===== src/rtl/cpu_pkg.sv =====
// Shared decode types for the 5-stage core: ALU opcodes, ID/EX control bundle
// and the register index that never carries a real dependency.
package cpu_pkg;

  typedef enum logic [3:0] {
    ALU_ADD   = 4'd0,
    ALU_SUB   = 4'd1,
    ALU_SLL   = 4'd2,
    ALU_SLT   = 4'd3,
    ALU_SLTU  = 4'd4,
    ALU_XOR   = 4'd5,
    ALU_SRL   = 4'd6,
    ALU_SRA   = 4'd7,
    ALU_OR    = 4'd8,
    ALU_AND   = 4'd9,
    ALU_PASSB = 4'd10
  } alu_op_t;

  typedef struct packed {
    logic    regwrite;
    logic    memread;
    logic    memwrite;
    logic    memtoreg;
    logic    branch;
    logic    alu_src;
    alu_op_t alu_op;
  } id_ex_ctrl_t;

  // A bubble must not write, access memory or branch, so every control bit is 0.
  localparam id_ex_ctrl_t CTRL_BUBBLE = '{
    regwrite: 1'b0,
    memread:  1'b0,
    memwrite: 1'b0,
    memtoreg: 1'b0,
    branch:   1'b0,
    alu_src:  1'b0,
    alu_op:   ALU_ADD
  };

  localparam logic [4:0] REG_X0 = 5'd0;

endpackage


===== src/rtl/id_ex_stage_if.sv =====
// ID -> ID/EX -> EX bus: decoded fields in, registered fields and hazard
// status out. The master is the surrounding pipeline, the slave is the stage.
interface id_ex_stage_if #(
  parameter int XLEN        = 32,
  parameter int STALL_CNT_W = 32
);

  logic                   id_valid;
  logic [XLEN-1:0]        id_pc;
  logic [4:0]             id_rs1;
  logic [4:0]             id_rs2;
  logic [4:0]             id_rd;
  logic                   id_uses_rs1;
  logic                   id_uses_rs2;
  logic [XLEN-1:0]        id_rs1_data;
  logic [XLEN-1:0]        id_rs2_data;
  logic [XLEN-1:0]        id_imm;
  logic [3:0]             id_alu_op;
  logic                   id_alu_src;
  logic                   id_regwrite;
  logic                   id_memread;
  logic                   id_memwrite;
  logic                   id_memtoreg;
  logic                   id_branch;
  logic                   flush;
  logic                   ex_stall;

  logic                   id_ex_valid;
  logic [XLEN-1:0]        id_ex_pc;
  logic [XLEN-1:0]        id_ex_rs1_data;
  logic [XLEN-1:0]        id_ex_rs2_data;
  logic [XLEN-1:0]        id_ex_imm;
  logic [4:0]             id_ex_rs1;
  logic [4:0]             id_ex_rs2;
  logic [4:0]             id_ex_rd;
  logic [3:0]             id_ex_alu_op;
  logic                   id_ex_alu_src;
  logic                   id_ex_regwrite;
  logic                   id_ex_memread;
  logic                   id_ex_memwrite;
  logic                   id_ex_memtoreg;
  logic                   id_ex_branch;
  logic                   load_use_stall;
  logic                   id_hold;
  logic [STALL_CNT_W-1:0] stall_count;

  modport master (
    output id_valid, id_pc, id_rs1, id_rs2, id_rd, id_uses_rs1, id_uses_rs2,
           id_rs1_data, id_rs2_data, id_imm, id_alu_op, id_alu_src,
           id_regwrite, id_memread, id_memwrite, id_memtoreg, id_branch,
           flush, ex_stall,
    input  id_ex_valid, id_ex_pc, id_ex_rs1_data, id_ex_rs2_data, id_ex_imm,
           id_ex_rs1, id_ex_rs2, id_ex_rd, id_ex_alu_op, id_ex_alu_src,
           id_ex_regwrite, id_ex_memread, id_ex_memwrite, id_ex_memtoreg,
           id_ex_branch, load_use_stall, id_hold, stall_count
  );

  modport slave (
    input  id_valid, id_pc, id_rs1, id_rs2, id_rd, id_uses_rs1, id_uses_rs2,
           id_rs1_data, id_rs2_data, id_imm, id_alu_op, id_alu_src,
           id_regwrite, id_memread, id_memwrite, id_memtoreg, id_branch,
           flush, ex_stall,
    output id_ex_valid, id_ex_pc, id_ex_rs1_data, id_ex_rs2_data, id_ex_imm,
           id_ex_rs1, id_ex_rs2, id_ex_rd, id_ex_alu_op, id_ex_alu_src,
           id_ex_regwrite, id_ex_memread, id_ex_memwrite, id_ex_memtoreg,
           id_ex_branch, load_use_stall, id_hold, stall_count
  );

endinterface


===== src/rtl/id_ex_stage_load_use_detect.sv =====
// Load-use hazard compare: a load sitting in EX whose destination is read by
// the instruction in ID. Kept separate so branch-in-ID logic can reuse it.
module load_use_detect
  import cpu_pkg::*;
(
  input  logic       ex_valid,
  input  logic       ex_memread,
  input  logic [4:0] ex_rd,
  input  logic       id_valid,
  input  logic       id_uses_rs1,
  input  logic       id_uses_rs2,
  input  logic [4:0] id_rs1,
  input  logic [4:0] id_rs2,
  output logic       hazard
);

  // x0 never carries a dependency, and unused operand fields are ignored.
  assign hazard = ex_valid & ex_memread & (ex_rd != REG_X0) & id_valid &
                  ((id_uses_rs1 & (id_rs1 == ex_rd)) |
                   (id_uses_rs2 & (id_rs2 == ex_rd)));

endmodule


===== src/rtl/id_ex_stage.sv =====
// ID/EX pipeline register with load-use bubble insertion, upstream hold
// request and a saturating count of load-use bubbles.
module id_ex_stage #(
  parameter int XLEN        = 32,
  parameter int STALL_CNT_W = 32
) (
  input logic         clk,
  input logic         rst,
  id_ex_stage_if.slave bus
);

  import cpu_pkg::*;

  logic                   valid_q;
  id_ex_ctrl_t            ctrl_q;
  logic [XLEN-1:0]        pc_q;
  logic [XLEN-1:0]        rs1_data_q;
  logic [XLEN-1:0]        rs2_data_q;
  logic [XLEN-1:0]        imm_q;
  logic [4:0]             rs1_q;
  logic [4:0]             rs2_q;
  logic [4:0]             rd_q;
  logic [STALL_CNT_W-1:0] stall_cnt_q;

  logic                   hazard;
  logic                   load_en;
  logic                   insert_bubble;
  logic                   count_en;
  id_ex_ctrl_t            id_ctrl;

  load_use_detect u_load_use_detect (
    .ex_valid    (valid_q),
    .ex_memread  (ctrl_q.memread),
    .ex_rd       (rd_q),
    .id_valid    (bus.id_valid),
    .id_uses_rs1 (bus.id_uses_rs1),
    .id_uses_rs2 (bus.id_uses_rs2),
    .id_rs1      (bus.id_rs1),
    .id_rs2      (bus.id_rs2),
    .hazard      (hazard)
  );

  // Bundle ID control; an empty ID slot still flows through but cannot act.
  always_comb begin
    id_ctrl = CTRL_BUBBLE;
    if (bus.id_valid) begin
      id_ctrl.regwrite = bus.id_regwrite;
      id_ctrl.memread  = bus.id_memread;
      id_ctrl.memwrite = bus.id_memwrite;
      id_ctrl.memtoreg = bus.id_memtoreg;
      id_ctrl.branch   = bus.id_branch;
      id_ctrl.alu_src  = bus.id_alu_src;
      id_ctrl.alu_op   = alu_op_t'(bus.id_alu_op);
    end
  end

  // Edge priority: flush beats the downstream hold, which beats a load-use bubble.
  always_comb begin
    load_en       = bus.flush | ~bus.ex_stall;
    insert_bubble = bus.flush | hazard;
    count_en      = ~bus.flush & ~bus.ex_stall & hazard;
  end

  // Pipeline register: load a bubble or the ID fields, or hold while stalled.
  always_ff @(posedge clk or posedge rst) begin
    if (rst) begin
      valid_q    <= 1'b0;
      ctrl_q     <= CTRL_BUBBLE;
      pc_q       <= '0;
      rs1_data_q <= '0;
      rs2_data_q <= '0;
      imm_q      <= '0;
      rs1_q      <= REG_X0;
      rs2_q      <= REG_X0;
      rd_q       <= REG_X0;
    end else if (load_en) begin
      if (insert_bubble) begin
        valid_q    <= 1'b0;
        ctrl_q     <= CTRL_BUBBLE;
        pc_q       <= '0;
        rs1_data_q <= '0;
        rs2_data_q <= '0;
        imm_q      <= '0;
        rs1_q      <= REG_X0;
        rs2_q      <= REG_X0;
        rd_q       <= REG_X0;
      end else begin
        valid_q    <= bus.id_valid;
        ctrl_q     <= id_ctrl;
        pc_q       <= bus.id_pc;
        rs1_data_q <= bus.id_rs1_data;
        rs2_data_q <= bus.id_rs2_data;
        imm_q      <= bus.id_imm;
        rs1_q      <= bus.id_rs1;
        rs2_q      <= bus.id_rs2;
        rd_q       <= bus.id_rd;
      end
    end
  end

  // Count load-use bubbles, sticking at all-ones instead of wrapping.
  always_ff @(posedge clk or posedge rst) begin
    if (rst) begin
      stall_cnt_q <= '0;
    end else if (count_en && (stall_cnt_q != '1)) begin
      stall_cnt_q <= stall_cnt_q + STALL_CNT_W'(1);
    end
  end

  assign bus.load_use_stall = hazard;
  assign bus.id_hold        = bus.ex_stall | (hazard & ~bus.flush);
  assign bus.stall_count    = stall_cnt_q;

  assign bus.id_ex_valid    = valid_q;
  assign bus.id_ex_pc       = pc_q;
  assign bus.id_ex_rs1_data = rs1_data_q;
  assign bus.id_ex_rs2_data = rs2_data_q;
  assign bus.id_ex_imm      = imm_q;
  assign bus.id_ex_rs1      = rs1_q;
  assign bus.id_ex_rs2      = rs2_q;
  assign bus.id_ex_rd       = rd_q;
  assign bus.id_ex_alu_op   = ctrl_q.alu_op;
  assign bus.id_ex_alu_src  = ctrl_q.alu_src;
  assign bus.id_ex_regwrite = ctrl_q.regwrite;
  assign bus.id_ex_memread  = ctrl_q.memread;
  assign bus.id_ex_memwrite = ctrl_q.memwrite;
  assign bus.id_ex_memtoreg = ctrl_q.memtoreg;
  assign bus.id_ex_branch   = ctrl_q.branch;

endmodule


===== src/flat_wrapper.sv =====
// flat-port wrapper written by rule: the top's interface ports become plain ports
module id_ex_stage_flat import cpu_pkg::*;
#(
  parameter int XLEN        = 32,
  parameter int STALL_CNT_W = 32
)
  (clk, rst, bus_id_valid, bus_id_pc, bus_id_rs1, bus_id_rs2, bus_id_rd, bus_id_uses_rs1, bus_id_uses_rs2, bus_id_rs1_data, bus_id_rs2_data, bus_id_imm, bus_id_alu_op, bus_id_alu_src, bus_id_regwrite, bus_id_memread, bus_id_memwrite, bus_id_memtoreg, bus_id_branch, bus_flush, bus_ex_stall, bus_id_ex_valid, bus_id_ex_pc, bus_id_ex_rs1_data, bus_id_ex_rs2_data, bus_id_ex_imm, bus_id_ex_rs1, bus_id_ex_rs2, bus_id_ex_rd, bus_id_ex_alu_op, bus_id_ex_alu_src, bus_id_ex_regwrite, bus_id_ex_memread, bus_id_ex_memwrite, bus_id_ex_memtoreg, bus_id_ex_branch, bus_load_use_stall, bus_id_hold, bus_stall_count);
  id_ex_stage_if #(.XLEN(XLEN), .STALL_CNT_W(STALL_CNT_W)) bus_i ();
  input logic clk;
  input logic rst;
  input wire logic [$bits(bus_i.id_valid)-1:0] bus_id_valid;
  input wire logic [$bits(bus_i.id_pc)-1:0] bus_id_pc;
  input wire logic [$bits(bus_i.id_rs1)-1:0] bus_id_rs1;
  input wire logic [$bits(bus_i.id_rs2)-1:0] bus_id_rs2;
  input wire logic [$bits(bus_i.id_rd)-1:0] bus_id_rd;
  input wire logic [$bits(bus_i.id_uses_rs1)-1:0] bus_id_uses_rs1;
  input wire logic [$bits(bus_i.id_uses_rs2)-1:0] bus_id_uses_rs2;
  input wire logic [$bits(bus_i.id_rs1_data)-1:0] bus_id_rs1_data;
  input wire logic [$bits(bus_i.id_rs2_data)-1:0] bus_id_rs2_data;
  input wire logic [$bits(bus_i.id_imm)-1:0] bus_id_imm;
  input wire logic [$bits(bus_i.id_alu_op)-1:0] bus_id_alu_op;
  input wire logic [$bits(bus_i.id_alu_src)-1:0] bus_id_alu_src;
  input wire logic [$bits(bus_i.id_regwrite)-1:0] bus_id_regwrite;
  input wire logic [$bits(bus_i.id_memread)-1:0] bus_id_memread;
  input wire logic [$bits(bus_i.id_memwrite)-1:0] bus_id_memwrite;
  input wire logic [$bits(bus_i.id_memtoreg)-1:0] bus_id_memtoreg;
  input wire logic [$bits(bus_i.id_branch)-1:0] bus_id_branch;
  input wire logic [$bits(bus_i.flush)-1:0] bus_flush;
  input wire logic [$bits(bus_i.ex_stall)-1:0] bus_ex_stall;
  output wire logic [$bits(bus_i.id_ex_valid)-1:0] bus_id_ex_valid;
  output wire logic [$bits(bus_i.id_ex_pc)-1:0] bus_id_ex_pc;
  output wire logic [$bits(bus_i.id_ex_rs1_data)-1:0] bus_id_ex_rs1_data;
  output wire logic [$bits(bus_i.id_ex_rs2_data)-1:0] bus_id_ex_rs2_data;
  output wire logic [$bits(bus_i.id_ex_imm)-1:0] bus_id_ex_imm;
  output wire logic [$bits(bus_i.id_ex_rs1)-1:0] bus_id_ex_rs1;
  output wire logic [$bits(bus_i.id_ex_rs2)-1:0] bus_id_ex_rs2;
  output wire logic [$bits(bus_i.id_ex_rd)-1:0] bus_id_ex_rd;
  output wire logic [$bits(bus_i.id_ex_alu_op)-1:0] bus_id_ex_alu_op;
  output wire logic [$bits(bus_i.id_ex_alu_src)-1:0] bus_id_ex_alu_src;
  output wire logic [$bits(bus_i.id_ex_regwrite)-1:0] bus_id_ex_regwrite;
  output wire logic [$bits(bus_i.id_ex_memread)-1:0] bus_id_ex_memread;
  output wire logic [$bits(bus_i.id_ex_memwrite)-1:0] bus_id_ex_memwrite;
  output wire logic [$bits(bus_i.id_ex_memtoreg)-1:0] bus_id_ex_memtoreg;
  output wire logic [$bits(bus_i.id_ex_branch)-1:0] bus_id_ex_branch;
  output wire logic [$bits(bus_i.load_use_stall)-1:0] bus_load_use_stall;
  output wire logic [$bits(bus_i.id_hold)-1:0] bus_id_hold;
  output wire logic [$bits(bus_i.stall_count)-1:0] bus_stall_count;
  assign bus_i.id_valid = bus_id_valid;
  assign bus_i.id_pc = bus_id_pc;
  assign bus_i.id_rs1 = bus_id_rs1;
  assign bus_i.id_rs2 = bus_id_rs2;
  assign bus_i.id_rd = bus_id_rd;
  assign bus_i.id_uses_rs1 = bus_id_uses_rs1;
  assign bus_i.id_uses_rs2 = bus_id_uses_rs2;
  assign bus_i.id_rs1_data = bus_id_rs1_data;
  assign bus_i.id_rs2_data = bus_id_rs2_data;
  assign bus_i.id_imm = bus_id_imm;
  assign bus_i.id_alu_op = bus_id_alu_op;
  assign bus_i.id_alu_src = bus_id_alu_src;
  assign bus_i.id_regwrite = bus_id_regwrite;
  assign bus_i.id_memread = bus_id_memread;
  assign bus_i.id_memwrite = bus_id_memwrite;
  assign bus_i.id_memtoreg = bus_id_memtoreg;
  assign bus_i.id_branch = bus_id_branch;
  assign bus_i.flush = bus_flush;
  assign bus_i.ex_stall = bus_ex_stall;
  assign bus_id_ex_valid = bus_i.id_ex_valid;
  assign bus_id_ex_pc = bus_i.id_ex_pc;
  assign bus_id_ex_rs1_data = bus_i.id_ex_rs1_data;
  assign bus_id_ex_rs2_data = bus_i.id_ex_rs2_data;
  assign bus_id_ex_imm = bus_i.id_ex_imm;
  assign bus_id_ex_rs1 = bus_i.id_ex_rs1;
  assign bus_id_ex_rs2 = bus_i.id_ex_rs2;
  assign bus_id_ex_rd = bus_i.id_ex_rd;
  assign bus_id_ex_alu_op = bus_i.id_ex_alu_op;
  assign bus_id_ex_alu_src = bus_i.id_ex_alu_src;
  assign bus_id_ex_regwrite = bus_i.id_ex_regwrite;
  assign bus_id_ex_memread = bus_i.id_ex_memread;
  assign bus_id_ex_memwrite = bus_i.id_ex_memwrite;
  assign bus_id_ex_memtoreg = bus_i.id_ex_memtoreg;
  assign bus_id_ex_branch = bus_i.id_ex_branch;
  assign bus_load_use_stall = bus_i.load_use_stall;
  assign bus_id_hold = bus_i.id_hold;
  assign bus_stall_count = bus_i.stall_count;
  id_ex_stage #(.XLEN(XLEN), .STALL_CNT_W(STALL_CNT_W)) u_core (.clk(clk), .rst(rst), .bus(bus_i));
endmodule

===== config.mk =====
export PLATFORM = sky130hd
export DESIGN_NAME = id_ex_stage_flat
export DESIGN_NICKNAME = d
export VERILOG_FILES = /design/src/rtl/cpu_pkg.sv /design/src/rtl/id_ex_stage_if.sv /design/src/rtl/id_ex_stage_load_use_detect.sv /design/src/rtl/id_ex_stage.sv /design/src/flat_wrapper.sv
export SDC_FILE = /design/constraint.sdc
export NUM_CORES = 1
export LEC_CHECK = 0
export ABC_AREA = 1
export CAP_MARGIN = 0
export CELL_PAD_IN_SITES_DETAIL_PLACEMENT = 0
export CELL_PAD_IN_SITES_GLOBAL_PLACEMENT = 1
export CORE_UTILIZATION = 33
export DETAILED_ROUTE_END_ITERATION = 6
export PLACE_DENSITY_LB_ADDON = 0.1
export SKIP_LAST_GASP = 1
export SYNTH_ARGS = -nofsm -noshare
export SYNTH_HDL_FRONTEND = slang
export SYNTH_HIERARCHICAL = 1
export SYNTH_SLANG_ARGS = --single-unit

===== constraint.sdc =====
create_clock -name clk -period 13.7 [get_ports clk]
set_clock_uncertainty 0.05 [all_clocks]
set_input_delay 2.74 -clock clk [delete_from_list [all_inputs] [get_ports clk]]
set_output_delay 2.74 -clock clk [all_outputs]
set_load 0.03 [all_outputs]

==> results of run 1 <==
layer usage:
| layer | GRT usage | up-vias | wire length [um] | share of wire |
|---|---|---|---|---|
| li1 | - | 4166 | - | - |
| met1 | 0.292 | 4040 | 13100 | 0.43 |
| met2 | 0.353 | 241 | 14900 | 0.49 |
| met3 | 0.0731 | 20 | 2270 | 0.074 |
| met4 | 0.0667 | 0 | 393 | 0.013 |
| met5 | 0 | - | 0 | 0 |
registers in the layout, indices dropped and copies added, names as in the netlist:
| register | cells |
|---|---|
| u_core/bus.id_ex_imm | 32 |
| u_core/bus.id_ex_pc | 32 |
| u_core/bus.id_ex_rs1_data | 32 |
| u_core/bus.id_ex_rs2_data | 32 |
| u_core/bus.stall_count | 32 |
| u_core/bus.id_ex_rd | 5 |
| u_core/bus.id_ex_rs1 | 5 |
| u_core/bus.id_ex_rs2 | 5 |
| u_core/bus.id_ex_alu_op | 4 |
| u_core/bus.id_ex_alu_src | 1 |
| u_core/bus.id_ex_branch | 1 |
| u_core/bus.id_ex_memread | 1 |
| u_core/bus.id_ex_memtoreg | 1 |
| u_core/bus.id_ex_memwrite | 1 |
| u_core/bus.id_ex_regwrite | 1 |
| u_core/bus.id_ex_valid | 1 |
cells in the mapped netlist (all sizes together):
master	count	area (um2)
nand4	10	62.6
buf	41	203
nand3b	10	75.1
xor2	6	52.6
and2	1	6.26
clkbuf	30	113
dfrtp	186	4650
inv	57	214
a21oi	2	17.5
nand3	315	1590
ha	1	12.5
nor2b	1	6.26
nor2	69	304
nand2	349	1330
o21ai	11	55.1
xnor2	6	52.6
how the worst min path moves through the flow:
stage,endpoint,startpoint,slack (ps),cells past startpoint
2_1_floorplan,u_core/bus.stall_count[30]$_DFFE_PP0P_,u_core/bus.stall_count[30]$_DFFE_PP0P_,620,2
3_3_place_gp,u_core/bus.id_ex_imm[19]$_DFFE_PP0P_,u_core/bus.id_ex_imm[19]$_DFFE_PP0P_,440,2
3_5_place_dp,u_core/bus.id_ex_rs2_data[7]$_DFFE_PP0P_,u_core/bus.id_ex_rs2_data[7]$_DFFE_PP0P_,440,2
4_1_cts,u_core/bus.id_ex_rs2_data[7]$_DFFE_PP0P_,u_core/bus.id_ex_rs2_data[7]$_DFFE_PP0P_,460,2
5_1_grt,u_core/bus.id_ex_pc[16]$_DFFE_PP0P_,u_core/bus.id_ex_pc[16]$_DFFE_PP0P_,480,2
6_report,u_core/bus.id_ex_imm[27]$_DFFE_PP0P_,u_core/bus.id_ex_imm[27]$_DFFE_PP0P_,460,2
report_power, final:
group          internal [mW]  leakage [nW]  switching [mW]
combinational         0.0973          3.35           0.130
clock                  0.245         0.281           0.248
sequential             0.573          2.50          0.0151
final cells by class:
cell class | instances | area [um2] | share of cell area
antenna | 4 | 10.0 | 0.000771
clock buffer | 18 | 429 | 0.0330
clock inverter | 14 | 156 | 0.0120
inverter | 57 | 226 | 0.0174
multi-input combinational | 781 | 3580 | 0.275
sequential | 186 | 4650 | 0.358
tap | 335 | 419 | 0.0323
timing repair buffer | 353 | 3520 | 0.271
per-stage QoR:
| stage | std cells | utilization | setup slack (ps) |
|---|---|---|---|
| global placement | 1712 | 0.476 | 6020 |
| CTS | 1744 | 0.498 | 5980 |
| global route | 1746 | 0.498 | 5840 |
| detailed placement | 1712 | 0.476 | 5980 |
| finish | 1748 | 0.498 | 5980 |
| floorplan | 1095 | - | 5850 |
critical path, delay by kind of cell:
kind	cells	cell delay [ps]
buffers and inverters	3	1230
and+or+nand+nor	6	560
AOI/OAI and AO/OA	1	390
cells by family (layout without fill, tap and decap cells):
kind of cell | after synthesis | count (layout)
xor gates and xnor gates | 12 | 12
adders and majority gates | 1 | 1
DFF | 186 | 186
other | 0 | 4
and+or+nand+nor | 755 | 755
buffers and inverters | 128 | 442
AOI/OAI and AO/OA | 13 | 13
==> results.md, run 1 <==
* Rows at 59
* Final Hold Viols at 0
* Hold Slack at between 400 and 500 ps
* Ports at ~350
* Clock latency on the worst-skew pair at 430 ps
* CP max-delay cell: clkdlybuf4s50_1
* Crit end category: primary output
* Syn_nets at between 1k and 1.5k
* Clock transition at path regs at 80 ps
* H-tree levels at 4
* Die height at 165 um
* Largest net degree at the start of global routing at approximately 130
* Tcrit/Tclk final at 0.564
* Mapped Area at 8750 um2
* Worst Hold Class: reg2reg
* Share of cells above drive strength 1 at 0.0468
* Library cells used by synthesis at 25
* Post-Synth XOR/XNOR Area at 0.0120
* GP Congestion at ~0.79
* Post-CTS Setup Bufs at 0
* Worst rel slew slack at 0.285
* Vias per inst at just under 5
* Slew Limit Fails at 0
* Post-layout nets at roughly 1.6k
* Minimum clock period at 7720 ps
* Crit-path cells: clkdlybuf4s50_1 -> inv_1 -> nand2_1 -> nand2_1 -> nor2_1 -> nand3_1 -> a21oi_2 -> nand2_1 -> nand2_1 -> clkdlybuf4s50_1
* Synth Area in Simple Gates at 0.386
* Initial antenna violation count at 3
* Outcome: finished, final reports clean
* DP Area at ~12000 um2
* Seq/Total Area, Yosys at 0.532
* Commonest non-fill, non-tap cell in the layout: clkdlybuf4s50_1
* Port Buf Inserts at between 300 and 400
* Leakage at 6.13 nW
* Die ar. at ~27000 um2
* Post-synthesis compound-gate area fraction at 0.00829
* CP peak stage delay at 680 ps
* Critical path data required time at between 10000 and 15000 ps
* First DRT Iteration DRCs at 607
* Total CTS buffers at 17
* Post-Route WL at between 30 and 40 mm
* Antenna-violating nets left at 0
* Peak supply drop at 0.0000777 V
* Final std cell area, no fill at between 10000 and 15000 um2
* Yosys reg bits at roughly 190
* Largest family of logic cells by synthesized area: simple AND/OR/NAND/NOR gates
* Mux share of post-synthesis cell area at 0
* TNS Setup at 0 ps
* Core ar. at between 20000 and 30000 um2
* Final setup vio count at 0
* HPWL reported at the end of detailed placement at about 20 mm
* Global-route wire length before repair at roughly 47 mm
* Crit Path Category: in2out
* Worst Setup SP: bus_id_rs1[4]
* Hold buffer count at CTS at 0
* R2R cell count at 11
* Die W at between 150 and 200 um
* Syn_area_per_cell at 7.99 um2
* Ys Warns at 6
* CTS tree: done
* Top cell by count, worst path: nand2_1
* Worst-margin pin slew at ~1100 ps
* Clock Sink Count at 186
* Total GRT Usage at 0.224
* Wirelength per Cell at around 18 um
* Routed vias at 8467
* Most frequent cells in the layout: clkdlybuf4s50_1, nand2_1, nand3_1, dfrtp_1, nor2_1
* RSZ-0062 raised after global routing: no
* Critical Path Sink: bus_id_hold
* Cts repair resizes at 0
* # Max-Cap Violations at 0
* DRC viols at 0
* Pwr dens at between 100 and 150 nW/um2
* CP Data Arrival Time at 4930 ps
* Synth Area in Adders at 0.00143
* Area Overhead vs Synth at 48.4%
* Initial core utilization at 0.336
* Fillers at between 2k and 3k
* CP Launch Type: input port
* Root Driver: clkbuf_16
* Fmax at between 0.1 and 0.15 GHz
* Gate Count Post-Synth at ~1.1k
* Remaining global-route overflow at 0
* Drt first pass iters at 7
* R2R Path Start: u_core/bus.id_ex_rd[1]$_DFFE_PP0P_
* Power, Total at 1.31 mW
* Max Buffers Root-to-Sink at 2
* R2r setup slk at roughly 11000 ps
* RR Endpoint: u_core/bus.id_ex_imm[10]$_DFFE_PP0P_
* Vias in the first global route at 8118
* Maximum fanout along the worst path at 4
Power figures use the tool's default switching activity.
==> run 2: changes to the inputs <==
- CORE_UTILIZATION: 33 -> 31
- clock period: 13.7 -> 7.3 ns (I/O delays scaled with it)
==> results.md, run 2 (synthesis results as in run 1) <==
* Post-layout nets at 1560
* Pre-CTS WS at between 2000 and 2500 ps
* Hold buffer count at CTS at 0
* Post-CTS Setup Bufs at 0
* Root Driver: clkbuf_16
* Fmax at approximately 0.20 GHz
* Final std cell area, no fill at about 13000 um2
* Tcrit/Tclk final at 0.696
* CP Buf/Inv Count at 3
* Area Overhead vs Synth at 48.7%
* CTS tree: done
* Slew Limit Fails at 0
* Antenna-violating nets left at 0
* Max Buffers Root-to-Sink at 2
* Power, Total at around 2.4 mW
* Top cell by count, worst path: nand2_1
* TNS Setup at 0 ps
* Fillers at 2825
* Cts repair resizes at 0
* Share of cells above drive strength 1 at 0.0468
* Comb power frac at 0.176
* Total CTS buffers at 17
* DRC viols at 0
* Hold Path Depth at 2
* CP Data Arrival Time at 3570 ps
* Drt first pass iters at 7
* DP Area at 12500 um2
* Worst-margin pin slew at 1150 ps
* Worst Setup SP: bus_id_rs1[1]
* Remaining global-route overflow at 0
* Port Buf Inserts at between 300 and 400
* R2r setup slk at approximately 4400 ps
* Leakage at between 6 and 7 nW
* Die W at around 170 um
* Crit end category: primary output
* Wl on met1 at approximately 14 mm
* RR Endpoint: u_core/bus.stall_count[14]$_DFFE_PP0P_
* DR WL met3 at 2.48 mm
* CP top delay family: buffers and inverters
* Rows at between 60 and 70
* Wire length on met2 at 14.7 mm
* Post-Route WL at 31.1 mm
* Hold Crit Start: u_core/bus.id_ex_imm[11]$_DFFE_PP0P_
* Worst Hold Class: reg2reg
* P_sw at between 0.6 and 0.7 mW
* Reg area at 4650 um2
* Final Hold Viols at 0
* Core Util, Final at 0.468
* Post-route insts no fill at 1788
* Vias in the first global route at around 8.1k
* Final setup margin at 2220 ps
* Multi-input gate area at approximately 3600 um2
* Clock transition at path regs at around 60 ps
* Pwr dens at approximately 190 nW/um2
* H-tree levels at 4
* Crit-path cells: clkdlybuf4s50_1 -> inv_1 -> nand2_1 -> nand2_1 -> nor2_1 -> nand3_1 -> a21oi_2 -> nand2_1 -> nand2_1 -> clkdlybuf4s50_1
* Outcome: finished, final reports clean
* Initial core utilization at 0.315
* Hold Path End: u_core/bus.id_ex_imm[11]$_DFFE_PP0P_
* CP Launch Type: input port
* N_diodes at 0
* Largest net degree at the start of global routing at ~130
* Maximum fanout along the worst path at 4
* Final setup vio count at 0
* R2R Path Start: u_core/bus.id_ex_rd[1]$_DFFE_PP0P_
* RSZ-0062 raised after global routing: no
* CP peak stage delay at around 660 ps
* Core ar. at 27800 um2
* # Max-Cap Violations at 0
* Routed vias at approximately 8.5k
* Ports at about 350
* Hold Slack at 453 ps
* Initial antenna violation count at 1
* Commonest non-fill, non-tap cell in the layout: clkdlybuf4s50_1
* Global-route wire length before repair at 47.9 mm
* Total GRT Usage at 0.215
* Crit Path Category: in2out
* Worst rel slew slack at 0.234
* GP Congestion at roughly 0.79
* Flop pwr share at 0.454
* Die height at ~170 um
* Sw frac at 0.286
* R2R cell count at 10
* Clock group share of total power at 0.370
* Clock Sink Count at between 150 and 200
* Critical path data required time at about 5800 ps
* Wirelength per Cell at between 15 and 20 um
* Most frequent cells in the layout: clkdlybuf4s50_1, nand2_1, nand3_1, dfrtp_1, nor2_1
* Internal power at around 1.7 mW
* Minimum clock period at roughly 5100 ps
* HPWL reported at the end of detailed placement at a little over 20 mm
* Highest metal used: met5
* CP max-delay cell: clkdlybuf4s50_1
* Clock latency on the worst-skew pair at roughly 430 ps
* Peak supply drop at about 0.00015 V
* Die ar. at ~29000 um2
* First DRT Iteration DRCs at 650
* Vias per inst at around 4.7
* Placed Cells at 1758
[run 2: changes by cell type in the layout (fill, tap and decap cells not counted), sizes merged]
cell and delta:
clkinv -4, diode -4, inv -4, buf +3, clkinvlp +3, clkbuf +2
bufinv +1
[run 2: layout make-up]
cell class | instances | area share
tap | 378 | 0.0363
timing repair buffer | 356 | 0.272
inverter | 57 | 0.0174
multi-input combinational | 781 | 0.275
clock inverter | 10 | 0.00740
clock buffer | 20 | 0.0343
sequential | 186 | 0.358
[run 2: power groups by stage]
stage | Clock [mW] | Combinational [mW] | Sequential, mW
2_1_floorplan | 0 | 0.110 | 1.22
3_3_place_gp | 0 | 0.436 | 1.12
3_5_place_dp | 0 | 0.435 | 1.12
4_1_cts | 0.931 | 0.435 | 1.11
5_1_grt | 0.966 | 0.461 | 1.11
6_report | 0.900 | 0.429 | 1.10
[run 2: worst max path at each step]
stage,end,slack (ps),cells after the start
after detailed placement,bus_id_hold,2200,10
final,bus_id_hold,2220,10
after floorplan,u_core/bus.id_ex_alu_op[0]$_DFFE_PP0P_,730,1
after CTS,bus_id_hold,2190,10
after global routing,bus_id_hold,2010,10
after global placement,bus_id_hold,2210,10
[run 2: per-layer routing]
layer,global-route usage,vias to the layer above
li1,-,4158
met1,0.277,4047
met2,0.342,228
met3,0.0777,21
met4,0.0544,2
met5,0,-
[run 2: worst register-to-register path, delay by kind of cell (launching register included)]
| kind | cells | cell delay [ps] |
|---|---|---|
| AND/OR/NAND/NOR | 7 | 900 |
| buffers and inverters | 1 | 120 |
| flip-flops | 1 | 470 |
| AO/OA/AOI/OAI | 2 | 1320 |
==> run 3: changes to the inputs <==
- clock period: 7.3 -> 5.12 ns (I/O delays scaled with it)
==> results.md, run 3 (synthesis results as in run 1) <==
* Outcome: finished, final reports clean
* CTS tree: done
* Top cell by count, worst path: nand2_1
* Maximum fanout along the worst path at 4
* Clock latency on the worst-skew pair at approximately 440 ps
* DP Area at between 10000 and 15000 um2
* P_sw at between 1 and 1.5 mW
* Post-route insts no fill at 1793
* First DRT Iteration DRCs at ~600
* Multi-input gate area at 3580 um2
* CP Data Arrival Time at 3060 ps
* Fillers at about 2.8k
* Rows at slightly above 60
* Sw frac at 0.288
* Global-route wire length before repair at roughly 48 mm
* # Max-Cap Violations at 0
* Hold buffer count at CTS at 0
* Die ar. at 28900 um2
* Commonest non-fill, non-tap cell in the layout: clkdlybuf4s50_1
* Area Overhead vs Synth at 49.3%
* Clock group share of total power at 0.375
* Most frequent cells in the layout: clkdlybuf4s50_1, nand2_1, nand3_1, dfrtp_1, nor2_1
* Peak supply drop at 0.000185 V
* Placed Cells at 1760
* Wirelength per Cell at about 17 um
* Antenna-violating nets left at 0
* Initial antenna violation count at 2
* Reg area at around 4700 um2
* Routed vias at 8415
* RSZ-0062 raised after global routing: no
* Vias per inst at around 4.7
* Final Hold Viols at 0
* Port Buf Inserts at approximately 350
* Initial core utilization at 0.315
* Final std cell area, no fill at 13100 um2
* Critical path data required time at just over 4000 ps
* Internal power at approximately 2.5 mW
* Minimum clock period at around 4100 ps
* Die W at 170 um
* Remaining global-route overflow at 0
* Worst rel slew slack at 0.268
* Core Util, Final at 0.470
* CP peak stage delay at 680 ps
* Crit Path Category: in2out
* Total GRT Usage at 0.214
* Cts repair resizes at 0
* Share of cells above drive strength 1 at 0.0488
* Clock transition at path regs at around 70 ps
* Flop pwr share at 0.450
* Worst Hold Class: reg2reg
* Tcrit/Tclk final at 0.808
* Largest net degree at the start of global routing at roughly 110
* CP max-delay cell: clkdlybuf4s50_1
* Vias in the first global route at 8111
* Slew Limit Fails at 0
* Post-CTS Setup Bufs at 0
* HPWL reported at the end of detailed placement at a little over 20 mm
* Post-Route WL at 30.7 mm
* Fmax at between 0.2 and 0.25 GHz
* Post-layout nets at between 1.5k and 2k
* CP Launch Type: input port
* Crit-path cells: clkdlybuf4s50_1 -> inv_1 -> nand2_1 -> nand2_1 -> nor2_1 -> nand3_1 -> a21oi_2 -> nand2_1 -> nand2_1 -> clkdlybuf4s50_1
* Die height at 170 um
* Leakage at just over 6 nW
* Worst-margin pin slew at 1100 ps
* Pwr dens at roughly 270 nW/um2
* Max Buffers Root-to-Sink at 2
* Final setup vio count at 0
* Root Driver: clkbuf_16
* Crit end category: primary output
* Drt first pass iters at 4
* TNS Setup at 0 ps
* Clock Sink Count at roughly 190
* GP Congestion at between 0.8 and 0.9
* Comb power frac at 0.176
* Total CTS buffers at 17
* DRC viols at 0
* Ports at roughly 350
* H-tree levels at 4
* Core ar. at ~28000 um2
run 3: cell types whose count changed in the layout (fill, tap and decap cells not counted):
cell      change
clkbuf_1      +1
inv_6         +1
diode_2       +1
buf_12        +2
clkinv_4      +1
clkinv_2      -1
run 3: area by class of cell:
class | instances | share of cell area
Inverter | 57 | 0.0170
Timing Repair Buffer | 358 | 0.274
Tap cell | 378 | 0.0362
Clock buffer | 21 | 0.0345
Clock inverter | 11 | 0.00862
Multi-Input combinational cell | 781 | 0.274
Antenna cell | 1 | 0.000191
Sequential cell | 186 | 0.356
run 3: path summary, 6_finish.rpt:
| kind | start | end | slack (ps) | cells past startpoint |
|---|---|---|---|---|
| max | bus_id_rs1[3] | bus_id_hold | 980 | 10 |
| max in group asynchronous | rst | u_core/bus.id_ex_rs2_data[19]$_DFFE_PP0P_ | 2930 | 4 |
| max reg2reg | u_core/bus.id_ex_rd[1]$_DFFE_PP0P_ | u_core/bus.stall_count[1]$_DFFE_PP0P_ | 2450 | 11 |
| min in group asynchronous | rst | u_core/bus.id_ex_pc[10]$_DFFE_PP0P_ | 770 | 2 |
| min | u_core/bus.id_ex_imm[24]$_DFFE_PP0P_ | u_core/bus.id_ex_imm[24]$_DFFE_PP0P_ | 460 | 2 |
| min reg2reg | u_core/bus.id_ex_imm[24]$_DFFE_PP0P_ | u_core/bus.id_ex_imm[24]$_DFFE_PP0P_ | 460 | 2 |
run 3: through the flow:
step	hold WS (ps)	setup WS [ps]	total power, mW
after detailed placement	442	985	2.22
after global placement	438	1010	2.22
after CTS	460	970	3.55
after global routing	480	818	3.65
after floorplan	619	1650	1.89
final	457	984	3.50
run 3: routing by layer:
layer | GRT usage | vias to the layer above | wire [um]
li1 | - | 4175 | -
met1 | 0.282 | 3956 | 13600
met2 | 0.330 | 260 | 14100
met3 | 0.0744 | 24 | 2510
met4 | 0.0611 | 0 | 508
met5 | 0 | - | 0
run 3: power by group through the flow:
stage / Combinational [mW] / Sequential, mW / Clock [mW]
3_5_place_dp: 0.622 / 1.60 / 0
2_1_floorplan: 0.157 / 1.73 / 0
4_1_cts: 0.623 / 1.57 / 1.36
5_1_grt: 0.660 / 1.58 / 1.41
3_3_place_gp: 0.624 / 1.60 / 0
6_report: 0.615 / 1.57 / 1.31
run 3: worst max-delay path, delay by kind of cell:
kind	cells	cell delay, ps
buf+inv	3	1260
simple gates	6	530
compound gates	1	260
==> RTL edit (config.mk and constraints of run 2) <==
`XLEN` is set to 32 in 3 places; all go to 64.
--- a/src/rtl/id_ex_stage_if.sv
+++ b/src/rtl/id_ex_stage_if.sv
@@ -3,3 +3,3 @@
 interface id_ex_stage_if #(
-  parameter int XLEN        = 32,
+  parameter int XLEN        = 64,
   parameter int STALL_CNT_W = 32
--- a/src/rtl/id_ex_stage.sv
+++ b/src/rtl/id_ex_stage.sv
@@ -3,3 +3,3 @@
 module id_ex_stage #(
-  parameter int XLEN        = 32,
+  parameter int XLEN        = 64,
   parameter int STALL_CNT_W = 32
--- a/src/flat_wrapper.sv
+++ b/src/flat_wrapper.sv
@@ -3,3 +3,3 @@
 #(
-  parameter int XLEN        = 32,
+  parameter int XLEN        = 64,
   parameter int STALL_CNT_W = 32
Ports: changed (8 resized); port bits go from 348 to 604. The function was not compared with the original's and may differ.
==> RTL edit against run 2 <==
- die area grew 58%
- synthesized area grew 59%
- total power grew 83%
- cell area grew 65%
- routed wire length grew 88%
- worst setup slack lost 0.078 ns
- non-clock buffer count grew 262
- sequential power grew 71%
- sequential cell count grew 128
- register-to-register slack lost 0.46 ns
- final cell count grew 57%
- critical path type unchanged
- largest power group unchanged
- highest routed layer unchanged
==> RTL edit: results (changes against run 2) <==
maximum fanout along the worst path=4 (unchanged); Multi-input gate area=5340 sq um (+49%); dpl hpwl=39.8 mm (+93%); Async S/R FF share, synth=100% (unchanged); Critical Path AT=3.65 ns (+0.08 ns); DRT iter0 DRCs=1073 (+65%); post-synth cell types=24 (-4.0%); Ys Warns=6 (unchanged); register area share after synthesis=56.4% (+3.3 points); Synthesized Nets=1952 (+55%); Clock Latency Late Sink=0.55 ns (+0.12 ns); maximum VDD drop=0.116 mV (-21%); DRT Wirelength=58.4 mm (+88%); first-pass GRT wire length=88.7 mm (+85%); min Tclk post-route=5.16 ns (+0.0783 ns); cts bufs inserted=38 (+21); initial antenna violation count=7 (+6); top post-synthesis cells by count=nand3_1, nand2_1, dfrtp_1, clkbuf_1, nor2_1; Post-CTS Resized=0 (unchanged); layout cells sized above 1=4.38% (-0.30 points); CP delay by family, top=buffers and inverters; GRT Overall Usage=25.0% (+3.4 points); routability congestion estimate=0.872 (+11%); status=completed; input/output buffers=603 (+74%); pre-CTS WS=2.10 ns (-0.0974 ns); DRT Pass-1 Iters=5 (-2); final net count=2481 (+59%); Synth area leaders=dfrtp_1, nand3_1, nand2_1, clkbuf_1, nor2_1; slowest CP cell=clkdlybuf4s50_1; largest net degree at the start of global routing=162 (+24%); final hold slack=0.453 ns (+0.0000670 ns); R2R cell count=11 (+1); Worst Hold Class=flip-flop to flip-flop; Relative slew margins=28.4% (+5.0 points); htree depth=2 (-2); clk buf depth=3 (+1); vias in the first global route=14000 (+73%); vias per cell=4.98 (+5.2%); Most used DFF post-synth=dfrtp_1; Hold Crit Depth=2 (unchanged); largest incremental delay on the critical path=0.68 ns (+0.02 ns); Root Buffer=clkbuf_16; R2R setup slack=3.93 ns (-0.46 ns); area of placed instances=20300 sq um (+63%); leakage=0.0102 uW (+67%); fillers=4230 (+50%); postcts setup bufs=0 (unchanged); clock-pin slew on the worst setup and hold paths=0.06 ns (about the same)
[RTL edit: cell types whose count changed in the layout (fill, tap and decap cells not counted), sizes merged, moves of 4 or more]
cell,run 2,this run
buf,10,16
clkdlybuf4s50,346,602
nand3,315,571
inv,59,53
nand2,349,481
dfrtp,186,314
clkbuf,20,53
clkinv,3,7
diode,0,5
[RTL edit: tightest hold or removal path: stages (launching register included)]
cell and delay [ns]:
dfrtp_1 0.34, nand3_1 0.07, nand2_1 0.06
[RTL edit: cells by family after synthesis]
kind of cell	count (synthesis)	synth area share, %
xor gates and xnor gates	12	0.755
and+or+nand+nor	1141	36.9
buffers and inverters	182	5.29
DFF	314	56.4
AOI/OAI and AO/OA	13	0.521
adders and majority gates	1	0.0898
[RTL edit: path summary, 6_finish.rpt]
check | startpoint | to
worst max-delay path | bus_id_rs2[4] | bus_id_hold
worst min-delay path | u_core/bus.id_ex_rs2_data[23] | u_core/bus.id_ex_rs2_data[23]
worst max register to register | u_core/bus.id_ex_rd[1] | u_core/bus.id_ex_pc[17]
worst min register to register | u_core/bus.id_ex_rs2_data[23] | u_core/bus.id_ex_rs2_data[23]
max in group asynchronous | rst | u_core/bus.id_ex_pc[38]
min in group asynchronous | rst | u_core/bus.id_ex_rs2_data[49]
[RTL edit: cell type report]
cell class / count / area share, %
well taps: 592 / 3.45
clock buffers: 53 / 5.07
inverters: 53 / 1.01
diodes: 5 / 0.0583
flip-flops and latches: 314 / 36.6
multi-input cells: 1167 / 24.8
clock inverters: 8 / 0.204
repair buffers: 618 / 28.8
[RTL edit: stage by stage]
stage	cells	power, uW
floorplan	1663	2270
global placement	2744	2710
detailed placement	2744	2710
CTS	2805	4530
global route	2810	4640
finish	2810	4460
[RTL edit: metal layers]
metal  part of all wire, %  vias to the layer above  GRT usage (%)  wire length [um]
met4                   2.5                        4           8.87              1480
li1                      -                     6541              -                 -
met3                   7.6                       81           7.19              4430
met2                    50                      510           42.4             28900
met5                 0.044                        -              0                26
met1                    40                     6844           30.0             23600
[RTL edit: where the power goes]
group | switching [uW] | internal, uW | leakage [uW] | total (uW)
Clock | 755 | 1030 | 0.000565 | 1790
Combinational | 460 | 333 | 0.00543 | 793
Sequential | 51.7 | 1830 | 0.00420 | 1880
